## src/rtl/mem_arbiter.sv

```systemverilog
// Shares the single byte-wide RAM port between instruction fetch and the memory stage.
// Each request is split into byte accesses and read data is reassembled little-endian.
//
// state  | meaning
// S_IDLE | no transaction; RAM port parked at 0; arbitrate requests
// S_XFER | issuing byte addresses and capturing read bytes
// S_DONE | one-cycle done pulse to the served requester
module mem_arbiter #(
  parameter int ADDR_W    = 32,
  parameter bit MEM_FIRST = 1'b1
) (
  input  logic              clk,
  input  logic              rst,
  input  logic              if_req_i,
  input  logic [ADDR_W-1:0] if_addr_i,
  output logic              if_done_o,
  output logic [31:0]       if_data_o,
  input  logic              mem_req_i,
  input  logic              mem_we_i,
  input  logic [1:0]        mem_len_i,
  input  logic [ADDR_W-1:0] mem_addr_i,
  input  logic [31:0]       mem_wdata_i,
  output logic              mem_done_o,
  output logic [31:0]       mem_rdata_o,
  input  logic              flush_i,
  output logic              busy_o,
  output logic [ADDR_W-1:0] ram_addr_o,
  output logic              ram_wr_o,
  output logic [7:0]        ram_dout_o,
  input  logic [7:0]        ram_din_i
);

  typedef enum logic [1:0] {S_IDLE = 2'd0, S_XFER = 2'd1, S_DONE = 2'd2} state_t;

  state_t            r_state;
  state_t            w_state_nxt;
  logic              r_is_if;
  logic              r_we;
  logic [2:0]        r_n;
  logic [ADDR_W-1:0] r_base;
  logic [31:0]       r_wdata;
  logic [2:0]        r_issue_cnt;
  logic [2:0]        r_recv_cnt;
  logic [31:0]       r_buf;
  logic              r_addr_vld;
  logic              r_cap;
  logic [31:0]       r_if_data;
  logic [31:0]       r_mem_rdata;
  logic [ADDR_W-1:0] r_ram_addr;
  logic              r_ram_wr;
  logic [7:0]        r_ram_dout;

  logic              w_if_elig;
  logic              w_grant_mem;
  logic              w_grant_if;
  logic              w_grant;
  logic              w_we_sel;
  logic [ADDR_W-1:0] w_base_sel;
  logic [2:0]        w_n_sel;
  logic              w_flush_if;
  logic              w_wr_last;
  logic              w_rd_last;
  logic [7:0]        w_wbyte;
  logic [31:0]       w_buf_nxt;

  // Grants are only acted on in S_IDLE, which also keeps a held req from retriggering in S_DONE.
  always_comb begin
    w_if_elig   = if_req_i & ~flush_i;
    w_grant_mem = mem_req_i & (MEM_FIRST | ~w_if_elig);
    w_grant_if  = w_if_elig & ~w_grant_mem;
    w_grant     = w_grant_mem | w_grant_if;
    w_we_sel    = w_grant_mem & mem_we_i;
    w_base_sel  = w_grant_if ? if_addr_i : mem_addr_i;
    if (w_grant_if)
      w_n_sel = 3'd4;
    else begin
      case (mem_len_i)
        2'b00:   w_n_sel = 3'd1;
        2'b01:   w_n_sel = 3'd2;
        default: w_n_sel = 3'd4;
      endcase
    end
  end

  always_comb begin
    w_flush_if = (r_state == S_XFER) & r_is_if & flush_i;
    w_wr_last  = r_we & (r_issue_cnt == r_n);
    w_rd_last  = ~r_we & r_cap & (r_recv_cnt == (r_n - 3'd1));
    case (r_issue_cnt[1:0])
      2'd0:    w_wbyte = r_wdata[7:0];
      2'd1:    w_wbyte = r_wdata[15:8];
      2'd2:    w_wbyte = r_wdata[23:16];
      default: w_wbyte = r_wdata[31:24];
    endcase
    w_buf_nxt = r_buf;
    w_buf_nxt[{r_recv_cnt[1:0], 3'b000} +: 8] = ram_din_i;
  end

  always_ff @(posedge clk or posedge rst) begin
    if (rst) r_state <= S_IDLE;
    else     r_state <= w_state_nxt;
  end

  always_comb begin
    w_state_nxt = r_state;
    case (r_state)
      S_IDLE: if (w_grant) w_state_nxt = S_XFER;
      S_XFER: begin
        if (w_flush_if)                  w_state_nxt = S_IDLE;
        else if (w_wr_last || w_rd_last) w_state_nxt = S_DONE;
      end
      S_DONE:  w_state_nxt = S_IDLE;
      default: w_state_nxt = S_IDLE;
    endcase
  end

  always_comb begin
    busy_o      = (r_state != S_IDLE);
    if_done_o   = (r_state == S_DONE) & r_is_if;
    mem_done_o  = (r_state == S_DONE) & ~r_is_if;
    ram_addr_o  = r_ram_addr;
    ram_wr_o    = r_ram_wr;
    ram_dout_o  = r_ram_dout;
    if_data_o   = r_if_data;
    mem_rdata_o = r_mem_rdata;
  end

  // r_addr_vld marks a read address on the port this cycle; r_cap marks its byte arriving now.
  always_ff @(posedge clk or posedge rst) begin
    if (rst) begin
      r_is_if     <= 1'b0;
      r_we        <= 1'b0;
      r_n         <= 3'd0;
      r_base      <= '0;
      r_wdata     <= 32'd0;
      r_issue_cnt <= 3'd0;
      r_recv_cnt  <= 3'd0;
      r_buf       <= 32'd0;
      r_addr_vld  <= 1'b0;
      r_cap       <= 1'b0;
      r_if_data   <= 32'd0;
      r_mem_rdata <= 32'd0;
      r_ram_addr  <= '0;
      r_ram_wr    <= 1'b0;
      r_ram_dout  <= 8'd0;
    end else begin
      case (r_state)
        S_IDLE: begin
          if (w_grant) begin
            r_is_if     <= w_grant_if;
            r_we        <= w_we_sel;
            r_n         <= w_n_sel;
            r_base      <= w_base_sel;
            r_wdata     <= mem_wdata_i;
            r_issue_cnt <= 3'd1;
            r_recv_cnt  <= 3'd0;
            r_buf       <= 32'd0;
            r_ram_addr  <= w_base_sel;
            r_ram_wr    <= w_we_sel;
            r_ram_dout  <= w_we_sel ? mem_wdata_i[7:0] : 8'd0;
            r_addr_vld  <= ~w_we_sel;
          end else begin
            r_ram_addr <= '0;
            r_ram_wr   <= 1'b0;
            r_ram_dout <= 8'd0;
            r_addr_vld <= 1'b0;
          end
          r_cap <= 1'b0;
        end
        S_XFER: begin
          if (w_flush_if) begin
            r_ram_addr <= '0;
            r_ram_wr   <= 1'b0;
            r_ram_dout <= 8'd0;
            r_addr_vld <= 1'b0;
            r_cap      <= 1'b0;
          end else begin
            if (r_issue_cnt < r_n) begin
              r_ram_addr  <= r_base + ADDR_W'(r_issue_cnt);
              r_ram_wr    <= r_we;
              r_ram_dout  <= r_we ? w_wbyte : 8'd0;
              r_addr_vld  <= ~r_we;
              r_issue_cnt <= r_issue_cnt + 3'd1;
            end else begin
              r_ram_addr <= '0;
              r_ram_wr   <= 1'b0;
              r_ram_dout <= 8'd0;
              r_addr_vld <= 1'b0;
            end
            r_cap <= r_addr_vld;
            if (r_cap) begin
              r_buf      <= w_buf_nxt;
              r_recv_cnt <= r_recv_cnt + 3'd1;
            end
            if (w_rd_last) begin
              if (r_is_if) r_if_data   <= w_buf_nxt;
              else         r_mem_rdata <= w_buf_nxt;
            end
          end
        end
        default: begin
          r_ram_addr <= '0;
          r_ram_wr   <= 1'b0;
          r_ram_dout <= 8'd0;
          r_addr_vld <= 1'b0;
          r_cap      <= 1'b0;
        end
      endcase
    end
  end

endmodule

```

## config.mk

```make
export PLATFORM = sky130hd
export DESIGN_NAME = mem_arbiter
export DESIGN_NICKNAME = d
export VERILOG_FILES = /design/src/rtl/mem_arbiter.sv
export SDC_FILE = /design/constraint.sdc
export NUM_CORES = 1
export LEC_CHECK = 0
export ABC_AREA = 1
export BUFFER_PORTS_ARGS = -buffer_cell sky130_fd_sc_hd__buf_2
export CAP_MARGIN = 5
export CORE_MARGIN = 8
export CORE_UTILIZATION = 37
export DETAILED_ROUTE_END_ITERATION = 8
export PLACE_DENSITY = 0.64
export SKIP_CTS_REPAIR_TIMING = 1
export SLEW_MARGIN = 20
export SYNTH_ARGS = -nofsm -noshare
export SYNTH_HDL_FRONTEND = slang
export SYNTH_SLANG_ARGS = --single-unit
```

## constraint.sdc

```tcl
create_clock -name clk -period 8.65 [get_ports clk]
set_clock_uncertainty 0.2 [all_clocks]
set_input_delay 2.595 -clock clk [delete_from_list [all_inputs] [get_ports clk]]
set_output_delay 2.595 -clock clk [all_outputs]
set_load 0.01 [all_outputs]
```

==> impl_results.md, run 1 <==
- Outcome: finished, final reports clean
- Final TNS setup: 0 ns
- Worst Path Max Fanout: 5
- IO Port Bufs: 219
- Wire per inst: 16.2 um
- Xor and xnor fraction of the mapped netlist area: 0.645%
- Slew margin rel.: 27.0%
- Switching share of total power: 42.9%
- Die Width: 184 um
- Clk slew on worst S/H paths: 0.06 ns
- FP Rows: 61
- Leakage power: 6.76 nW
- Starting DRT DRC Count: 593
- Synth Area in Adders: 2.34%
- Sequential cell area: 5410 sq um
- Max IR drop VDD: 0.235 mV
- Fillers: 2,811
- Tcrit/Tclk final: 50.6%
- Number of diodes: 0
- Root Buffer: clkbuf_16
- Vias in the first global route: 9,459
- Dpl cells: 1,885
- Area of the core: 27,900 sq um
- Sequential share of power: 37.0%
- Drt via density: 4.90
- GRT Util Overall: 18.2%
- Post-DP HPWL: 22,000 um
- #FFs+latches synth: 216
- Post-route cell area: 12,700 sq um
- Slew Viols, Final: 0
- Worst setup EP type: output port
- Worst Hold Launch: if_data_o[12]
- R2R Setup Slk: 5.45 ns
- Critical Path AT: 1.58 ns
- Clock sink total: 216
- Post-synth cell types: 32
- Post-synthesis async set-or-reset flop share: 100%
- Yosys Warn Count: 0
- Grt ovf: 0
- H-tree levels: 1
- CTS buffer count: 25
- R2R Path Start: r_recv_cnt[0]
- Antenna violations before repair: 2
- Max Root-Sink Buffers: 3
- Most used DFF post-synth: dfrtp_1
- Final wirelength: 31,200 um
- Minimum clock period: 4.38 ns
- Combinational share of power: 39.6%
- CTS tree: done
- Vias: 9,471
- Avg Cell Area, Syn: 7.82 sq um
- FF-to-FF path depth: 8
- Synth top area share: 51.6%
- Post-synthesis mux area share: 0%
- Synth area leaders: dfrtp_1, nand2_1, o21ai_0, nor2_1, nand4_1
- Initial cell density of the core: 37.6%
- Hold Crit Endpoint: if_data_o[12]
- Max Cap Viol: 0
- Synth Cell Area: 10,500 sq um
- Largest net degree at the start of global routing: 76
- Setup violators final: 0
- First-pass GRT wire length: 50,500 um
- Final antenna-violating net count: 0
- Post-synth EDFFs: 0
- Fin. Hold Viols: 0
- Cell internal pwr: 0.00248 W
- Placed Area: 11,800 sq um
- Fmax: 228 MHz
- Area grow syn2layout: 20.8%
- Ratio of cells with drive above 1 in the final layout: 19.1%
- Net switching power of the design: 0.00186 W
- Path category of the worst min-delay check: reg -> reg
- Worst setup path class: reg -> out
- Synth Instances: 1,339
- Non-filler instance count after layout: 1,932
- Multi-input gate area: 4450 sq um
- Power per cell area: 343 nW/um^2
- Post-synth net total: 1,470
- Synth Area in Compound Gates: 7.87%
- GP Congestion: 0.902
- Core Util, Final: 45.4%
- Hold Path Stages: 2
- Sequential-to-total area share from yosys stat: 51.6%
- Most common cell after layout, fill and taps aside: nand2_1
- Clock power share: 23.4%
- Worst Tran Pin Value: 1.09 ns
- Nets: 1,666
- Most frequent cells in the layout: nand2_1, buf_2, dfrtp_1
- DR DRC count: 0
- Die area: 33,900 sq um
- Skew-Pair Late Insertion Delay: 0.53 ns
- Cell taking the most area after synthesis: dfrtp_1
- Worst EP required: 5.86 ns
- Setup crit start kind: flip-flop
- Main combinational cell family by area after synthesis: simple AND/OR/NAND/NOR gates
- Unrepaired setup endpoints after global routing: no
- Pre-Repair DR Iteration Count: 5
- Reg-to-Reg End: if_data_o[9]
- Simple-gate area share of the yosys netlist: 31.4%
- Die extent in y: 184 um
- # IOs: 220
==> through the flow <==
step	hold WS, ns	setup WS (ns)	power (W)
floorplan	0.248	3.04	0.00277
global placement	0.248	3.84	0.00332
detailed placement	0.253	3.75	0.00334
CTS	0.268	4.18	0.00438
global route	0.276	4.12	0.00466
finish	0.263	4.27	0.00434
==> critical path, cell delays in order (launching register included) <==
cell     delay [ns]
dfrtp_1        0.47
inv_1          0.10
nor3_1         0.29
buf_2          0.20
==> power groups by stage <==
stage | registers [W] | logic [W] | clock network, W
after floorplan | 0.00162 | 0.00114 | 0
after global placement | 0.00161 | 0.00171 | 0
after detailed placement | 0.00161 | 0.00173 | 0
after CTS | 0.00160 | 0.00173 | 0.00104
after global routing | 0.00165 | 0.00194 | 0.00107
final | 0.00161 | 0.00172 | 0.00101
==> cell usage after synthesis, types with 2 or more instances <==
master and count:
xor2_1 4, nand3_2 3, clkbuf_1 15, nor2_2 12
o22ai_1 9, o211ai_1 2, inv_1 85, o21ai_1 27
dfrtp_1 216, a22o_1 8, ha_1 18, nor3_1 2
o21ai_0 103, nand2_1 519, a21oi_1 5, nor2_1 127
nand3_1 57, nand4_1 68, buf_1 2, inv_2 3
buf_6 3, buf_2 41
==> worst max path at each step <==
stage	from	endpoint	depth (start not counted)
detailed placement	flush_i	r_base[12]	10
floorplan	rst	if_data_o[0]	1
finish	r_is_if	if_done_o	3
global placement	flush_i	r_base[17]	10
global route	flush_i	r_base[5]	10
CTS	r_is_if	if_done_o	3
==> logic make-up after synthesis <==
logic type,count (synthesis)
and+or+nand+nor,793
adders and majority gates,19
AOI/OAI and AO/OA,155
xor gates and xnor gates,6
buffers and inverters,150
DFF,216
==> cell type report <==
cell class	instances	share of cell area [%]
Timing Repair Buffer	231	9.53
Clock buffer	37	5.69
Multi-Input combinational cell	973	35.1
Tap cell	378	3.74
Clock inverter	9	0.544
Sequential cell	216	42.7
Inverter	88	2.65
==> layer usage <==
layer  share of wire [%]  vias to the layer above  GRT usage [%]
li1                    -                     4694              -
met3                 7.1                       45           3.54
met2                  45                      324           29.3
met5               0.086                        -              0
met1                  45                     4404           24.9
met4                 2.1                        4           4.87
==> flip-flops by register name, indices dropped and copies added (netlist names) <==
| signal | count |
|---|---|
| r_state | 2 |
| r_is_if | 1 |
| if_data_o | 32 |
| ram_dout_o | 8 |
| ram_addr_o | 32 |
| r_addr_vld | 1 |
| ram_wr_o | 1 |
| mem_rdata_o | 32 |
| r_recv_cnt | 3 |
| r_we | 1 |
| r_issue_cnt | 3 |
| r_base | 32 |
| r_cap | 1 |
| r_buf | 32 |
| r_wdata | 32 |
| r_n | 3 |
Note: power is estimated with default switching activity, not from simulation.
==> run 2, diff against run 1 <==
- PLACE_DENSITY: 0.64 -> 0.62
- clock period: 8.65 -> 4.33 ns (I/O delays scaled with it)
==> impl_results.md, run 2 (synthesis gave the netlist of run 1 again) <==
- Outcome: finished, final reports clean
- Final WS setup: 1.29 ns
- CTS tree: done
- Worst Hold Launch: if_data_o[30]
- Skew-Pair Late Insertion Delay: 0.51 ns
- Die Width: 184 um
- Clock sink total: 216
- Vias in the first global route: 9,662
- IO Port Bufs: 219
- Wire per inst: 16.0 um
- CP top delay family: buffers and inverters
- Vias: 9,512
- Highest metal used: met5
- Minimum clock period: 3.04 ns
- R2R Setup Slk: 1.40 ns
- Worst setup path class: in -> reg
- Crit path largest cell delay: 0.58 ns
- Max Cap Viol: 0
- Tcrit/Tclk final: 70.2%
- Reg-to-Reg End: if_data_o[9]
- Pre-Repair DR Iteration Count: 5
- Most frequent cells in the layout: nand2_1, buf_2, dfrtp_1
- Fmax: 329 MHz
- Dpl cells: 1,887
- Largest net degree at the start of global routing: 64
- CTS buffer count: 25
- Routed wl met2: 13,700 um
- # IOs: 220
- Setup crit start kind: input port
- Sequential share of power: 36.7%
- Met3 wire len: 2370 um
- Clock power share: 23.8%
- Non-filler instance count after layout: 1,933
- Power per cell area: 685 nW/um^2
- DR DRC count: 0
- Initial cell density of the core: 37.6%
- Path category of the worst min-delay check: reg -> reg
- Critical Path AT: 3.22 ns
- Root Buffer: clkbuf_16
- CP Buf/Inv Count: 3
- Crit path depth: 8
- Post-DP HPWL: 22,100 um
- Area of the core: 27,900 sq um
- Cell internal pwr: 0.00503 W
- M1 wire length: 14,100 um
- Final wirelength: 31,000 um
- Crit-path cells: buf_2, inv_1, a21oi_1, or2_2, buf_4, nor2_1, o21ai_0, o21ai_0
- Grt ovf: 0
- Hold Path Stages: 2
- Max IR drop VDD: 0.346 mV
- FF-to-FF path depth: 7
- GRT Util Overall: 18.1%
- Nets: 1,668
- Die extent in y: 184 um
- Slew margin rel.: 31.0%
- Fillers: 2,807
- Net switching power of the design: 0.00369 W
- Clk slew on worst S/H paths: 0.06 ns
- Most common cell after layout, fill and taps aside: nand2_1
- Final antenna-violating net count: 0
- Die area: 33,900 sq um
- Fin. Hold Viols: 0
- CP max-delay cell: or2_2
- Worst Tran Pin Value: 1.03 ns
- H-tree levels: 1
- Critical path origin: flush_i
- Combinational share of power: 39.5%
- FP Rows: 61
- Worst Path Max Fanout: 42
- Worst setup EP type: flip-flop
- Hold Crit Endpoint: if_data_o[30]
- Unrepaired setup endpoints after global routing: no
- Starting DRT DRC Count: 720
- R2R Path Start: r_recv_cnt[0]
- Max Root-Sink Buffers: 3
- Antenna violations before repair: 1
- Switching share of total power: 42.3%
- Most used cell, CP: o21ai_0
- Area grow syn2layout: 21.5%
- Final TNS setup: 0 ns
- Post-Place Worst Slack: 0.772 ns
- Number of diodes: 0
- Setup violators final: 0
- Drt via density: 4.92
- Slew Viols, Final: 0
- Worst EP required: 4.51 ns
- First-pass GRT wire length: 50,400 um
- Leakage power: 6.80 nW
- Ratio of cells with drive above 1 in the final layout: 19.2%
- GP Congestion: 0.913
==> run 2: final cells by class <==
class	count	area [sq um]	area share [%]
Multi-Input combinational cell	973	4450	34.9
Tap cell	378	473	3.72
Clock buffer	38	744	5.85
Timing Repair Buffer	233	1260	9.89
Clock inverter	7	66.3	0.521
Sequential cell	216	5410	42.5
Inverter	88	334	2.62
==> run 2: power by group through the flow <==
stage | clock network (W) | logic [W] | registers [W]
finish | 0.00208 | 0.00344 | 0.00321
global route | 0.00221 | 0.00391 | 0.00329
CTS | 0.00213 | 0.00348 | 0.00321
detailed placement | 0 | 0.00345 | 0.00323
global placement | 0 | 0.00340 | 0.00322
floorplan | 0 | 0.00229 | 0.00324
==> run 2: metrics by stage <==
step | total power [W] | utilization (%) | instance area (sq um) | hold slack [ns]
floorplan | 0.00553 | - | 10500 | 0.248
global placement | 0.00662 | 42.7 | 11900 | 0.249
detailed placement | 0.00668 | 42.7 | 11900 | 0.255
CTS | 0.00881 | 45.6 | 12700 | 0.268
global route | 0.00941 | 45.7 | 12700 | 0.289
finish | 0.00872 | 45.7 | 12700 | 0.265
==> run 2: routing by layer <==
metal,track usage (%),up-vias
met3,4.02,48
met5,0,-
met2,28.8,359
li1,-,4694
met1,24.7,4409
met4,4.97,2
==> run 2: how the worst max path moves through the flow <==
stage | endpoint | slack [ns]
after floorplan | if_data_o[0] | 0.02
after global placement | r_base[4] | 0.85
after detailed placement | r_base[4] | 0.77
after CTS | if_done_o | 1.22
after global routing | if_data_o[6] | 1.06
final | r_base[16] | 1.29
==> run 2: tightest hold or removal path, cell delays in order, from the launching register on <==
cell,delay (ns)
dfrtp_1,0.34
nand2_1,0.05
nand2_1,0.04
==> run 3, diff against run 2 <==
- clock period: 4.33 -> 2.8 ns (I/O delays scaled with it)
==> impl_results.md, run 3 (synthesis gave the netlist of run 1 again) <==
- Hold slack: 0.263 ns
- CP top delay family: flip-flops
- Placed Area: 12,000 sq um
- Unrepaired setup endpoints after global routing: no
- Slew margin rel.: 56.3%
- H-tree levels: 1
- Final antenna-violating net count: 0
- Crit path largest cell delay: 0.45 ns
- Grt ovf: 0
- Antenna violations before repair: 2
- DR DRC count: 0
- Area grow syn2layout: 22.9%
- Root Buffer: clkbuf_16
- Worst Path Max Fanout: 4
- FP Rows: 61
- Most frequent cells in the layout: nand2_1, buf_2, dfrtp_1
- Power per cell area: 1080 nW/um^2
- Max Cap Viol: 0
- Clock sink total: 216
- Max IR drop VDD: 0.565 mV
- Post-Place Worst Slack: 0.304 ns
- Die area: 33,900 sq um
- Vias: 9,544
- Initial cell density of the core: 37.6%
- Largest net degree at the start of global routing: 105
- Critical Path AT: 1.54 ns
- Clk slew on worst S/H paths: 0.06 ns
- CP Buf/Inv Count: 2
- Die Width: 184 um
- GP Congestion: 0.867
- Fillers: 2,797
- Max Root-Sink Buffers: 3
- Wire per inst: 16.2 um
- Worst Tran Pin Value: 0.649 ns
- Slew Viols, Final: 0
- Die extent in y: 184 um
- Worst EP required: 1.76 ns
- IO Port Bufs: 219
- # IOs: 220
- GRT Util Overall: 18.4%
- Crit-path cells: inv_1, nor3_1, buf_2
- Worst setup EP type: output port
- Fmax: 388 MHz
- Vias in the first global route: 9,601
- Path category of the worst min-delay check: reg -> reg
- Drt via density: 4.91
- Post-DP HPWL: 22,700 um
- Minimum clock period: 2.58 ns
- Leakage power: 6.87 nW
- Outcome: finished, final reports clean
- Number of diodes: 0
- CTS tree: done
- Post-route cell area: 12,900 sq um
- Nets: 1,678
- Setup violators final: 0
- Fin. Hold Viols: 0
- Final wirelength: 31,500 um
- Skew-Pair Late Insertion Delay: 0.51 ns
- Setup crit start kind: flip-flop
- CTS buffer count: 25
- Area of the core: 27,900 sq um
- Pre-Repair DR Iteration Count: 5
- CP max-delay cell: dfrtp_1
- Tcrit/Tclk final: 92.0%
- Most common cell after layout, fill and taps aside: nand2_1
- Worst setup path class: reg -> out
- First-pass GRT wire length: 50,900 um
- Final WS setup: 0.224 ns
- Starting DRT DRC Count: 648
- Ratio of cells with drive above 1 in the final layout: 19.8%
-- run 3: final timing paths --
kind / start / to / slack, ns / cells after the start
worst max-delay path: r_state[1] / mem_done_o / 0.22 / 3
worst min-delay path: if_data_o[12] / if_data_o[12] / 0.26 / 2
worst max register to register: r_issue_cnt[0] / ram_addr_o[18] / 0.34 / 11
worst min register to register: if_data_o[12] / if_data_o[12] / 0.26 / 2
max in group asynchronous: rst / mem_rdata_o[28] / 1.57 / 3
min in group asynchronous: rst / ram_addr_o[29] / 0.29 / 3
-- run 3: area by class of cell --
type / count / area [sq um] / share of cell area (%)
repair buffers: 243 / 1350 / 10.5
clock inverters: 9 / 148 / 1.15
flip-flops and latches: 216 / 5410 / 42.0
well taps: 378 / 473 / 3.67
clock buffers: 35 / 713 / 5.54
inverters: 88 / 334 / 2.60
multi-input cells: 973 / 4450 / 34.5
-- run 3: metal layers --
layer  share of wire, %  GRT usage, %
met1                 45          25.1
met2                 44          28.6
met3                7.6          4.49
met4                3.1          5.74
met5              0.057             0
-- run 3: where the power goes --
part           internal (W)  switching, W
Combinational       0.00178       0.00373
Clock               0.00213       0.00126
Sequential          0.00420      0.000732
Total               0.00811       0.00572
-- run 3: per-stage QoR --
stage / TNS (ns) / total power [W] / cells / utilization [%]
floorplan: -227.26 / 0.00855 / 1339 / -
global placement: 0 / 0.0104 / 1898 / 43.1
detailed placement: 0 / 0.0105 / 1898 / 43.1
CTS: 0 / 0.0140 / 1942 / 46.2
global route: 0 / 0.0149 / 1942 / 46.2
finish: 0 / 0.0138 / 1942 / 46.2
-- run 3: tightest hold or removal path, stage by stage, from the launching register on --
cell and delay, ns:
dfrtp_1 0.34, nand2_1 0.05, nand2_1 0.04
